<file path="config.mk">
export PLATFORM = sky130hd
export DESIGN_NAME = sdram_arbiter_flat
export DESIGN_NICKNAME = d
export VERILOG_FILES = /design/src/rtl/sdram_pkg.sv /design/src/rtl/sdram_arbiter_if.sv /design/src/rtl/sdram_arbiter.sv /design/src/flat_wrapper.sv
export SDC_FILE = /design/constraint.sdc
export NUM_CORES = 1
export LEC_CHECK = 0
export CAP_MARGIN = 15
export CORE_MARGIN = 1
export CORE_UTILIZATION = 24
export CTS_CLUSTER_DIAMETER = 30
export DETAILED_ROUTE_END_ITERATION = 10
export PLACE_DENSITY = 0.88
export SLEW_MARGIN = 20
export SYNTH_ARGS = -nofsm -noshare
export SYNTH_HDL_FRONTEND = slang
export SYNTH_SLANG_ARGS = --single-unit
</file>
<file path="constraint.sdc">
create_clock -name clk_i -period 2.9 [get_ports clk_i]
set_input_delay 0.58 -clock clk_i [delete_from_list [all_inputs] [get_ports clk_i]]
set_output_delay 0.58 -clock clk_i [all_outputs]
set_load 0.02 [all_outputs]
</file>
<file path="src/rtl/sdram_pkg.sv">
// Types and widths shared by the SDRAM controller, the video fetcher and the
// arbiter in front of the controller.
package sdram_pkg;
  localparam int ADDR_W = 24;
  localparam int DATA_W = 16;
  localparam logic [3:0] RUN_SAT = 4'hF;

  typedef enum logic {OWN_V, OWN_C} sdram_owner_e;
  typedef enum logic [1:0] {ST_IDLE, ST_CMD, ST_DATA} arb_state_e;

  typedef struct packed {
    logic [ADDR_W-1:0] addr;
    logic              wr;
    logic [DATA_W-1:0] wdata;
    logic [1:0]        be;
  } sdram_cmd_t;
endpackage

</file>
<file path="src/rtl/sdram_arbiter_if.sv">
// Bundle of the video, CPU and SDRAM-controller ports around the arbiter.
// Directions in the signal suffixes are from the arbiter's point of view.
interface sdram_arbiter_if;
  import sdram_pkg::*;

  logic              v_cmd_valid_i;
  logic              v_cmd_ready_o;
  logic [ADDR_W-1:0] v_addr_x16_i;
  logic              v_resp_valid_o;
  logic [DATA_W-1:0] v_rdata_o;
  logic              v_ack_i;

  logic              c_cmd_valid_i;
  logic              c_cmd_ready_o;
  logic [ADDR_W-1:0] c_addr_x16_i;
  logic              c_wr_i;
  logic [DATA_W-1:0] c_wdata_i;
  logic [1:0]        c_be_i;
  logic              c_resp_valid_o;
  logic [DATA_W-1:0] c_rdata_o;
  logic              c_ack_i;

  logic              sdram_cmd_valid_o;
  logic              sdram_cmd_ready_i;
  logic [ADDR_W-1:0] sdram_addr_x16_o;
  logic              sdram_wr_o;
  logic [DATA_W-1:0] sdram_wdata_o;
  logic [1:0]        sdram_be_o;
  logic              sdram_resp_valid_i;
  logic [DATA_W-1:0] sdram_rdata_i;
  logic              sdram_ack_o;

  logic              err_o;

  modport arb (
    input  v_cmd_valid_i, v_addr_x16_i, v_ack_i,
    input  c_cmd_valid_i, c_addr_x16_i, c_wr_i, c_wdata_i, c_be_i, c_ack_i,
    input  sdram_cmd_ready_i, sdram_resp_valid_i, sdram_rdata_i,
    output v_cmd_ready_o, v_resp_valid_o, v_rdata_o,
    output c_cmd_ready_o, c_resp_valid_o, c_rdata_o,
    output sdram_cmd_valid_o, sdram_addr_x16_o, sdram_wr_o, sdram_wdata_o,
    output sdram_be_o, sdram_ack_o, err_o
  );

  modport sys (
    output v_cmd_valid_i, v_addr_x16_i, v_ack_i,
    output c_cmd_valid_i, c_addr_x16_i, c_wr_i, c_wdata_i, c_be_i, c_ack_i,
    output sdram_cmd_ready_i, sdram_resp_valid_i, sdram_rdata_i,
    input  v_cmd_ready_o, v_resp_valid_o, v_rdata_o,
    input  c_cmd_ready_o, c_resp_valid_o, c_rdata_o,
    input  sdram_cmd_valid_o, sdram_addr_x16_o, sdram_wr_o, sdram_wdata_o,
    input  sdram_be_o, sdram_ack_o, err_o
  );
endinterface

</file>
<file path="src/rtl/sdram_arbiter.sv">
// Video/CPU arbiter for the single SDRAM controller port: video has fixed
// priority, capped by MAX_V_RUN consecutive grants while the CPU waits.
module sdram_arbiter
  import sdram_pkg::*;
#(
  parameter int MAX_V_RUN = 4
) (
  input logic          clk_i,
  input logic          rst_ni,
  sdram_arbiter_if.arb bus
);
  localparam logic [3:0] MAX_RUN = 4'(MAX_V_RUN);

  arb_state_e   state_q, state_d;
  sdram_owner_e owner_q, owner_d;
  logic [3:0]   run_cnt_q, run_cnt_d;
  logic         err_q, err_d;

  logic       own_valid, own_ack, oth_ack;
  sdram_cmd_t cmd;

  always_ff @(posedge clk_i or negedge rst_ni) begin
    if (!rst_ni) begin
      state_q   <= ST_IDLE;
      owner_q   <= OWN_V;
      run_cnt_q <= '0;
      err_q     <= 1'b0;
    end else begin
      state_q   <= state_d;
      owner_q   <= owner_d;
      run_cnt_q <= run_cnt_d;
      err_q     <= err_d;
    end
  end

  always_comb begin
    own_valid = (owner_q == OWN_C) ? bus.c_cmd_valid_i : bus.v_cmd_valid_i;
    own_ack   = (owner_q == OWN_C) ? bus.c_ack_i : bus.v_ack_i;
    oth_ack   = (owner_q == OWN_C) ? bus.v_ack_i : bus.c_ack_i;
    if (owner_q == OWN_C) begin
      cmd.addr  = bus.c_addr_x16_i;
      cmd.wr    = bus.c_wr_i;
      cmd.wdata = bus.c_wdata_i;
      cmd.be    = bus.c_be_i;
    end else begin
      cmd.addr  = bus.v_addr_x16_i;
      cmd.wr    = 1'b0;
      cmd.wdata = '0;
      cmd.be    = 2'b11;
    end
  end

  always_comb begin
    state_d   = state_q;
    owner_d   = owner_q;
    run_cnt_d = run_cnt_q;
    err_d     = err_q;

    bus.v_cmd_ready_o     = 1'b0;
    bus.v_resp_valid_o    = 1'b0;
    bus.v_rdata_o         = '0;
    bus.c_cmd_ready_o     = 1'b0;
    bus.c_resp_valid_o    = 1'b0;
    bus.c_rdata_o         = '0;
    bus.sdram_cmd_valid_o = 1'b0;
    bus.sdram_addr_x16_o  = '0;
    bus.sdram_wr_o        = 1'b0;
    bus.sdram_wdata_o     = '0;
    bus.sdram_be_o        = '0;
    bus.sdram_ack_o       = 1'b0;

    case (state_q)
      ST_IDLE: begin
        if (bus.v_cmd_valid_i || bus.c_cmd_valid_i) begin
          state_d = ST_CMD;
          if (bus.c_cmd_valid_i && (!bus.v_cmd_valid_i || run_cnt_q >= MAX_RUN)) begin
            owner_d   = OWN_C;
            run_cnt_d = '0;
          end else begin
            owner_d = OWN_V;
            // Count only V grants that made a waiting CPU wait longer.
            if (!bus.c_cmd_valid_i)      run_cnt_d = '0;
            else if (run_cnt_q != RUN_SAT) run_cnt_d = run_cnt_q + 4'd1;
          end
        end
      end
      ST_CMD: begin
        bus.sdram_cmd_valid_o = own_valid;
        bus.sdram_addr_x16_o  = cmd.addr;
        bus.sdram_wr_o        = cmd.wr;
        bus.sdram_wdata_o     = cmd.wdata;
        bus.sdram_be_o        = cmd.be;
        if (owner_q == OWN_C) bus.c_cmd_ready_o = bus.sdram_cmd_ready_i;
        else                  bus.v_cmd_ready_o = bus.sdram_cmd_ready_i;
        if (!own_valid) begin
          state_d = ST_IDLE;
          err_d   = 1'b1;
        end else if (bus.sdram_cmd_ready_i) begin
          state_d = ST_DATA;
        end
      end
      ST_DATA: begin
        if (owner_q == OWN_C) begin
          bus.c_resp_valid_o = bus.sdram_resp_valid_i;
          bus.c_rdata_o      = bus.sdram_rdata_i;
        end else begin
          bus.v_resp_valid_o = bus.sdram_resp_valid_i;
          bus.v_rdata_o      = bus.sdram_rdata_i;
        end
        bus.sdram_ack_o = own_ack;
        if (own_ack) state_d = ST_IDLE;
        if (oth_ack) err_d = 1'b1;
      end
      default: state_d = ST_IDLE;
    endcase

    // A beat with no open data phase has nowhere to go; it is dropped.
    if (bus.sdram_resp_valid_i && state_q != ST_DATA) err_d = 1'b1;
  end

  assign bus.err_o = err_q;
endmodule

</file>
<file path="src/flat_wrapper.sv">
// flat-port wrapper written by rule: the top's interface ports become plain ports
module sdram_arbiter_flat import sdram_pkg::*;
#(
  parameter int MAX_V_RUN = 4
)
  (clk_i, rst_ni, bus_v_cmd_valid_i, bus_v_addr_x16_i, bus_v_ack_i, bus_c_cmd_valid_i, bus_c_addr_x16_i, bus_c_wr_i, bus_c_wdata_i, bus_c_be_i, bus_c_ack_i, bus_sdram_cmd_ready_i, bus_sdram_resp_valid_i, bus_sdram_rdata_i, bus_v_cmd_ready_o, bus_v_resp_valid_o, bus_v_rdata_o, bus_c_cmd_ready_o, bus_c_resp_valid_o, bus_c_rdata_o, bus_sdram_cmd_valid_o, bus_sdram_addr_x16_o, bus_sdram_wr_o, bus_sdram_wdata_o, bus_sdram_be_o, bus_sdram_ack_o, bus_err_o);
  sdram_arbiter_if bus_i ();
  input logic clk_i;
  input logic rst_ni;
  input wire logic [$bits(bus_i.v_cmd_valid_i)-1:0] bus_v_cmd_valid_i;
  input wire logic [$bits(bus_i.v_addr_x16_i)-1:0] bus_v_addr_x16_i;
  input wire logic [$bits(bus_i.v_ack_i)-1:0] bus_v_ack_i;
  input wire logic [$bits(bus_i.c_cmd_valid_i)-1:0] bus_c_cmd_valid_i;
  input wire logic [$bits(bus_i.c_addr_x16_i)-1:0] bus_c_addr_x16_i;
  input wire logic [$bits(bus_i.c_wr_i)-1:0] bus_c_wr_i;
  input wire logic [$bits(bus_i.c_wdata_i)-1:0] bus_c_wdata_i;
  input wire logic [$bits(bus_i.c_be_i)-1:0] bus_c_be_i;
  input wire logic [$bits(bus_i.c_ack_i)-1:0] bus_c_ack_i;
  input wire logic [$bits(bus_i.sdram_cmd_ready_i)-1:0] bus_sdram_cmd_ready_i;
  input wire logic [$bits(bus_i.sdram_resp_valid_i)-1:0] bus_sdram_resp_valid_i;
  input wire logic [$bits(bus_i.sdram_rdata_i)-1:0] bus_sdram_rdata_i;
  output wire logic [$bits(bus_i.v_cmd_ready_o)-1:0] bus_v_cmd_ready_o;
  output wire logic [$bits(bus_i.v_resp_valid_o)-1:0] bus_v_resp_valid_o;
  output wire logic [$bits(bus_i.v_rdata_o)-1:0] bus_v_rdata_o;
  output wire logic [$bits(bus_i.c_cmd_ready_o)-1:0] bus_c_cmd_ready_o;
  output wire logic [$bits(bus_i.c_resp_valid_o)-1:0] bus_c_resp_valid_o;
  output wire logic [$bits(bus_i.c_rdata_o)-1:0] bus_c_rdata_o;
  output wire logic [$bits(bus_i.sdram_cmd_valid_o)-1:0] bus_sdram_cmd_valid_o;
  output wire logic [$bits(bus_i.sdram_addr_x16_o)-1:0] bus_sdram_addr_x16_o;
  output wire logic [$bits(bus_i.sdram_wr_o)-1:0] bus_sdram_wr_o;
  output wire logic [$bits(bus_i.sdram_wdata_o)-1:0] bus_sdram_wdata_o;
  output wire logic [$bits(bus_i.sdram_be_o)-1:0] bus_sdram_be_o;
  output wire logic [$bits(bus_i.sdram_ack_o)-1:0] bus_sdram_ack_o;
  output wire logic [$bits(bus_i.err_o)-1:0] bus_err_o;
  assign bus_i.v_cmd_valid_i = bus_v_cmd_valid_i;
  assign bus_i.v_addr_x16_i = bus_v_addr_x16_i;
  assign bus_i.v_ack_i = bus_v_ack_i;
  assign bus_i.c_cmd_valid_i = bus_c_cmd_valid_i;
  assign bus_i.c_addr_x16_i = bus_c_addr_x16_i;
  assign bus_i.c_wr_i = bus_c_wr_i;
  assign bus_i.c_wdata_i = bus_c_wdata_i;
  assign bus_i.c_be_i = bus_c_be_i;
  assign bus_i.c_ack_i = bus_c_ack_i;
  assign bus_i.sdram_cmd_ready_i = bus_sdram_cmd_ready_i;
  assign bus_i.sdram_resp_valid_i = bus_sdram_resp_valid_i;
  assign bus_i.sdram_rdata_i = bus_sdram_rdata_i;
  assign bus_v_cmd_ready_o = bus_i.v_cmd_ready_o;
  assign bus_v_resp_valid_o = bus_i.v_resp_valid_o;
  assign bus_v_rdata_o = bus_i.v_rdata_o;
  assign bus_c_cmd_ready_o = bus_i.c_cmd_ready_o;
  assign bus_c_resp_valid_o = bus_i.c_resp_valid_o;
  assign bus_c_rdata_o = bus_i.c_rdata_o;
  assign bus_sdram_cmd_valid_o = bus_i.sdram_cmd_valid_o;
  assign bus_sdram_addr_x16_o = bus_i.sdram_addr_x16_o;
  assign bus_sdram_wr_o = bus_i.sdram_wr_o;
  assign bus_sdram_wdata_o = bus_i.sdram_wdata_o;
  assign bus_sdram_be_o = bus_i.sdram_be_o;
  assign bus_sdram_ack_o = bus_i.sdram_ack_o;
  assign bus_err_o = bus_i.err_o;
  sdram_arbiter #(.MAX_V_RUN(MAX_V_RUN)) u_core (.clk_i(clk_i), .rst_ni(rst_ni), .bus(bus_i));
endmodule
</file>
# Word-level counts from Yosys, hierarchy flattened
# Index checks and enable logic that the tools add are counted.
# word_totals
reg_bits	8
input_bits	91
output_inout_bits	82
word_cells	62
# classes
addsub	1
order_cmp	1
n_eq_ne	10
muxes	35
reduce_logical	11
# ops
operator	n
$mux 16	5
$mux 43	1
$mux 24	1
$mux 1	18
$mux 4	3
$mux 2	5
$reduce_and 3->1	3
$ne 3x1->1 const B	2
$ne 3x3->1 const B	2
$pmux 2 s3	1
$add 4x1->4 const B	1
$ge 4x3->1 const B	1
$ne 2x1->1 const B	2
$ne 4x4->1 const B	1
$reduce_bool 3->1	1
$eq 2x1->1 const B	1
$eq 2x2->1 const B	1
$logic_and 1x1->1	2
$logic_not 2->1	1
$logic_or 1x1->1	2
$ne 2x2->1 const B	1
$pmux 1 s2	1
$reduce_and 2->1	1
$logic_not 1->1	1

# Longest topological paths before layout
# Gate-level depths: netlist of the first run.
# depth
word_depth	5
depth_mapped	5
depth_no_buf	3

# Worst setup path after synthesis of the first run
# Ideal clock, no wire load.
# synth_path
path_type	register to output
startpoint	register u_core.owner_q
endpoint	output bus_sdram_addr_x16_o[10]
t_arrival_ps	1207
path_slack_ps	1113
stages_incl_launch_ff	6
path_buffers	3
path_cell_list	dfrtp_1 buf_4 and3_1 buf_2 buf_6 a22o_1
# synth_between
elab_chain_len	2
# synth_rtl
element	line_no	source
start: declaration	sdram_arbiter.sv:15	sdram_owner_e owner_q, owner_d;
start signal: assignment	sdram_arbiter.sv:30	owner_q <= owner_d;
$mux 43	sdram_arbiter.sv:40	if (owner_q == OWN_C) begin
$mux 24	sdram_arbiter.sv:72	case (state_q)
end: declaration	flat_wrapper.sv:29	output wire logic [$bits(bus_i.sdram_addr_x16_o)-1:0] bus_sdram_addr_x16_o;
# Every way passes these cells.

# Worst setup path in the final report of the first run
# layout_path
startpoint	register u_core.state_q[1]
endpoint	output bus_sdram_addr_x16_o[16]
# layout_between
elab_chain_len	2
# layout_rtl
element	line_no	source
start: declaration	sdram_arbiter.sv:14	arb_state_e state_q, state_d;
start signal: assignment	sdram_arbiter.sv:29	state_q <= state_d;
$eq 2x1->1	sdram_arbiter.sv:72	
$mux 24	sdram_arbiter.sv:72	
# Every way passes these cells.

==> results.ini, run 1 <==
[timing]
skew_ps=2.24
report.final.slew_viol_count=0
worst_pin_slew_ps=474
rsz0062_at_grt=no
fin_ws_ps=188
min_period_ps=2710
max_freq_ghz=0.369
setup_violations=0
slew_headroom_pct=68.3
finalSetupTns_ps=0
finalCritPeriodShare_pct=93.5
hold_viol_final=0

[status]
outcome=finished, final reports clean

[global_routing]
grt_pass1_vias=1485
grt.total_usage_pct=20.7
gr-total-overflow=0
grt_start_max_net_pins=43
grt_pass1_wl_um=7290
antenna_found_initial=0

[detailed_routing]
drtIter0Drc=54
ant_nets=0
avgRoutedWirePerCell_um=15.4
drtPass1Iterations=4
vias=1628
viasPerCell=4.66
drcViolationCount=0
routed_wl_um=5390

[synth]
synth_xor_area_share_pct=0
syn_area_per_cell_um2=8.03
synth_cell_types=27
synth_fa_ha_area_share_pct=1.18
ys_seq_elements=8
synth_top_family_by_area=simple AND/OR/NAND/NOR gates
synth-simple-area-share_pct=39.9
synth_compound_area_share_pct=27.0
synth_nets=224
yosys-top-cells-area=and2_1 (22%), a22o_1 (21%), dfrtp_1 (19%)
seq_area_frac_synth_pct=18.9
yosysTopAreaCellShare_pct=21.8
syn_inst=132
synth.area.mux_share_pct=4.01
ys_warn_count=0
yosysTopAreaCell=and2_1
synth_area_um2=1060

[place]
gp_congestion=0.842
io_buffer_count=172
post-place-ws_ps=249
place_hpwl_um=4430

[clock_network]
clkSinkCount=8
holdBufCountCts=0
insertion_delay_ps=220
clk_pin_slew_worst_paths_ps=40
post-cts-setup-buffers=0
htree_levels=1
tritoncts=yes
cts_buffers=3
cts-resized-gates=0
clock_tree.buffer_depth=2
root_buffer=clkbuf_8

[critical_path]
start_kind=flip-flop
timing.rr.start=u_core.owner_q
crit_type=reg2out
r2r-end=u_core.bus.err_o
r2r_slack_ps=1390
critPathArrivalTime_ps=2130
ff2ff_path_depth=4
critPathRequiredTime_ps=2320
critPathCaptureType=output pin
cp_max_fo=25

[min_path]
hold_end=u_core.bus.err_o
min-delay-path-class=reg2reg
min_path_cells=2
hp-start=u_core.bus.err_o

[power]
p_leak_nw=1.18
ir_worst_vdd_mv=0.470
p_per_area_nw_per_um2=689

[die]
start_util_pct=25.8
die_h_um=68.5
die_w_um=68.5
io_pins=173
row_count=23
die_area_um2=4690
core_um2=4120

[final_layout]
drive_gt1_share_pct=4.35
diodes=0
fin_nets=393
num-fill-cells=346
area_growth_pct=167

[job]
maxCapViolCount=0

[state kept, by name (all words and copies together) (netlist names)]
name	count
u_core.state_q	2
u_core.run_cnt_q	4
u_core.bus.err_o	1
u_core.owner_q	1
[metrics by stage]
step / cell area (um^2) / hold WS [ps] / cells / utilization (%) / total power [mW]
CTS: 2830 / 511 / 349 / 68.8 / 1.97
finish: 2830 / 493 / 349 / 68.8 / 1.95
global route: 2830 / 526 / 349 / 68.8 / 2.07
global placement: 2790 / 476 / 346 / 67.8 / 1.80
detailed placement: 2790 / 500 / 346 / 67.8 / 1.82
floorplan: 1060 / 284 / 132 / - / 1.10
[cell families (layout without fill, tap and decap cells)]
| logic type | after synthesis | after routing |
|---|---|---|
| compound gates | 36 | 36 |
| fa+ha+maj | 1 | 1 |
| buf+inv | 15 | 182 |
| flops | 8 | 8 |
| mux | 4 | 4 |
| simple gates | 68 | 68 |
[how the worst max path moves through the flow]
stage	start	to	slack, ps	cells past startpoint
global placement	bus_c_cmd_valid_i	bus_sdram_cmd_valid_o	300	4
floorplan	u_core.owner_q	bus_sdram_addr_x16_o[10]	1110	5
detailed placement	bus_c_cmd_valid_i	bus_sdram_cmd_valid_o	250	4
CTS	u_core.state_q[1]	bus_sdram_addr_x16_o[16]	170	5
finish	u_core.state_q[1]	bus_sdram_addr_x16_o[16]	190	5
global route	u_core.state_q[1]	bus_sdram_addr_x16_o[16]	70	5
[worst max-delay path, stage by stage (launching register included)]
cell             delay [ps]
dfrtp_1                 410
nand2b_1                280
nor2_4                  120
buf_4                   280
a22o_1                  200
clkdlybuf4s50_1         620
[report_power, final]
| group | leakage [nW] | internal (mW) | total, mW | switching, mW |
|---|---|---|---|---|
| combinational | 1.06 | 0.819 | 1.64 | 0.818 |
| sequential | 0.101 | 0.143 | 0.187 | 0.0443 |
| clock | 0.0216 | 0.0895 | 0.129 | 0.0394 |
[cell usage in the layout, fill, tap and decap left out, drive strengths merged]
cell type / Yosys / layout
clkdlybuf4s50: 0 / 172
and2: 37 / 37
a22o: 26 / 26
and3: 19 / 19
dfrtp: 8 / 8
nor2: 6 / 6
a21oi: 4 / 4
buf: 9 / 4
clkbuf: 3 / 3
inv: 3 / 3
o21ai: 3 / 3
nand2b: 2 / 2
mux2i: 2 / 2
nand3: 2 / 2
mux2: 2 / 2
nor2b: 1 / 1
o31ai: 1 / 1
a32o: 1 / 1
and4: 1 / 1
a31oi: 1 / 1
ha: 1 / 1
[cell type report]
type / instances / area [um^2] / area share, %
tap: 50 / 62.6 / 2.21
clock buffer: 3 / 41.3 / 1.46
timing repair buffer: 176 / 1750 / 61.9
sequential: 8 / 200 / 7.07
multi-input combinational: 109 / 764 / 27.0
inverter: 3 / 11.3 / 0.398
[metal layers]
| metal | wire length, um | GRT usage (%) |
|---|---|---|
| met1 | 2090 | 23.7 |
| met2 | 2770 | 38.8 |
| met3 | 440 | 3.00 |
| met4 | 94 | 6.25 |
| met5 | 0 | 0 |
[Yosys cell counts (all sizes together)]
library cell / instances
and2: 37
a22o: 26
and3: 19
buf: 9
dfrtp: 8
nor2: 6
a21oi: 4
clkbuf: 3
inv: 3
o21ai: 3
mux2: 2
mux2i: 2
nand2b: 2
nand3: 2
a31oi: 1
a32o: 1
and4: 1
ha: 1
nor2b: 1
o31ai: 1
Power figures use the tool's default switching activity.
==> run 2: changes to the inputs <==
CORE_UTILIZATION = 22   (was 24)
PLACE_DENSITY = 0.82   (was 0.88)
clock period = 2.7 ns   (was 2.9 ns; I/O delays follow)
==> run 2 against run 1 <==
Combinational power grew 10%. Clock power up 9%. Die area increased by 8.8%. Sequential cell count unchanged. The run now ends with design-rule violations left. Critical endpoint is now bus_sdram_addr_x16_o[17]. Highest routed layer unchanged.
==> results.ini, run 2 (synthesis results as in run 1) <==
[die]
core_um2=4500  ; +9.5%
die_h_um=71.4  ; +4.3%
die_area_um2=5100  ; +8.8%
die_w_um=71.4  ; +4.3%
start_util_pct=23.5  ; -2.2 points
row_count=24  ; +4.3%
io_pins=173  ; unchanged

[clock_network]
cts_buffers=3  ; unchanged
clk_pin_slew_worst_paths_ps=40  ; about the same
htree_levels=1  ; unchanged
insertion_delay_ps=220  ; about the same
clock_tree.buffer_depth=2  ; unchanged
clkSinkCount=8  ; unchanged
tritoncts=yes
holdBufCountCts=0  ; unchanged
root_buffer=clkbuf_8
post-cts-setup-buffers=0  ; unchanged

[timing]
skew_ps=2.73  ; +0.487 ps
finalSetupTns_ps=0  ; unchanged
fin_ws_ps=129  ; -58.8 ps
hold_viol_final=0  ; unchanged
min_period_ps=2570
max_freq_ghz=0.389
slew_headroom_pct=78.1  ; +9.7 points
report.final.slew_viol_count=0  ; unchanged
setup_violations=0  ; unchanged
rsz0062_at_grt=no
worst_pin_slew_ps=328  ; -146 ps
finalCritPeriodShare_pct=95.2
hold_slack_ps=481  ; -11.8 ps

[critical_path]
critPathCaptureType=output pin
crit_type=reg2out
start_kind=flip-flop
max_stage_delay_ps=620  ; about the same
critPathArrivalTime_ps=2030  ; -100 ps
critPathRequiredTime_ps=2160  ; -160 ps
cp_max_fo=25  ; unchanged
path_cells=nand2b_1 -> nor2_4 -> buf_12 -> a22o_1 -> clkdlybuf4s50_1
critPathTopFamily=buffers and inverters
cp_num_buf_inv=2  ; unchanged
crit_path_top_delay_cell=clkdlybuf4s50_1

[final_layout]
fin_nets=394  ; +0.25%
layout_common_cells=clkdlybuf4s50_1 (172), and2_1 (37), a22o_1 (26)
num-fill-cells=424  ; +23%
diodes=0  ; unchanged
reg_top3=u_core.run_cnt_q x4, u_core.state_q x2
largest_reg_flops=4  ; unchanged
regMostFlops=u_core.run_cnt_q
area_growth_pct=171
drive_gt1_share_pct=5.00  ; +0.65 points
final_common_cell=clkdlybuf4s50_1

[place]
gp_congestion=0.776  ; -7.8%
post-place-ws_ps=136  ; -113 ps
place_hpwl_um=4360  ; -1.6%
io_buffer_count=172  ; unchanged

[job]
maxCapViolCount=0  ; unchanged

[detailed_routing]
vias=1649  ; +1.3%
avgRoutedWirePerCell_um=15.0  ; -2.9%
routed_wl_um=5280  ; -2.1%
drcViolationCount=13  ; +13
drtIter0Drc=51  ; -5.6%
drtPass1Iterations=8  ; +4
ant_nets=0  ; unchanged
viasPerCell=4.68  ; +0.43%

[power]
p_per_area_nw_per_um2=750  ; +8.7%
sw_frac_of_total_pct=45.5  ; -0.71 points
p_leak_nw=1.19  ; +0.94%
power_frac_seq_pct=9.5  ; about the same
pwr-share-comb_pct=84.0  ; +0.2 points
clkPwrFrac_pct=6.5  ; about the same
p_sw_mw=0.977  ; +8.4%
p_int_mw=1.17  ; +12%
ir_worst_vdd_mv=0.412  ; -12%

[global_routing]
gr-total-overflow=0  ; unchanged
grt_pass1_wl_um=7890  ; +8.2%
grt_pass1_vias=1569  ; +5.7%
grt_start_max_net_pins=43  ; unchanged
grt.total_usage_pct=19.3  ; -1.4 points
antenna_found_initial=0  ; unchanged

[status]
violations=design-rule violations
outcome=complete, but fails checks

[min_path]
min-delay-path-class=reg2reg

run 2: repair_timing:
action                                  CTS  global route
gates resized for setup                   0             1
endpoints found under the setup margin    0             2
endpoints found under the hold margin     0             0
run 2: routing by layer:
| layer | vias to the layer above | part of all wire, % | global-route usage (%) |
|---|---|---|---|
| met4 | 0 | 1.1 | 4.22 |
| li1 | 817 | - | - |
| met3 | 6 | 8.3 | 3.66 |
| met1 | 745 | 37 | 22.7 |
| met5 | - | 0 | 0 |
| met2 | 81 | 53 | 36.3 |
run 2: stage by stage:
stage	power, mW	instances	utilization [%]	instance area, um^2
final	2.15	352	63.7	2870
after global routing	2.27	352	63.7	2870
after CTS	2.16	352	63.6	2870
after detailed placement	2.01	349	62.7	2830
after global placement	2.00	349	62.7	2830
after floorplan	1.18	132	-	1060
run 2: path summary, 6_finish.rpt:
| path | from | end | slack [ps] | depth (start not counted) |
|---|---|---|---|---|
| hold / removal | u_core.bus.err_o | u_core.bus.err_o | 480 | 2 |
| setup / recovery | u_core.state_q[1] | bus_sdram_addr_x16_o[17] | 130 | 5 |
| max in group asynchronous | rst_ni | u_core.owner_q | 1850 | 1 |
| setup reg to reg | u_core.owner_q | u_core.state_q[1] | 1260 | 4 |
| min in group asynchronous | rst_ni | u_core.run_cnt_q[2] | 580 | 1 |
| hold reg to reg | u_core.bus.err_o | u_core.bus.err_o | 480 | 2 |
run 2: power groups by stage:
stage               combinational [mW]  sequential [mW]  clock, mW
floorplan                         1.00            0.177          0
global placement                  1.79            0.204          0
detailed placement                1.81            0.206          0
CTS                               1.81            0.204      0.141
global route                      1.91            0.214      0.149
finish                            1.81            0.205      0.140
run 2: tightest hold or removal path: cells and delay by family (launching register included):
family	cells	cell delay, ps
compound gates	1	40
simple gates	1	70
flops	1	330
run 2: final cells by class:
type	count	area [um^2]	share of cell area, %
inverter	3	11.3	0.393
sequential	8	201	7.02
clock buffer	3	41.3	1.44
tap	52	65.1	2.27
multi-input combinational	109	764	26.7
timing repair buffer	177	1780	62.2
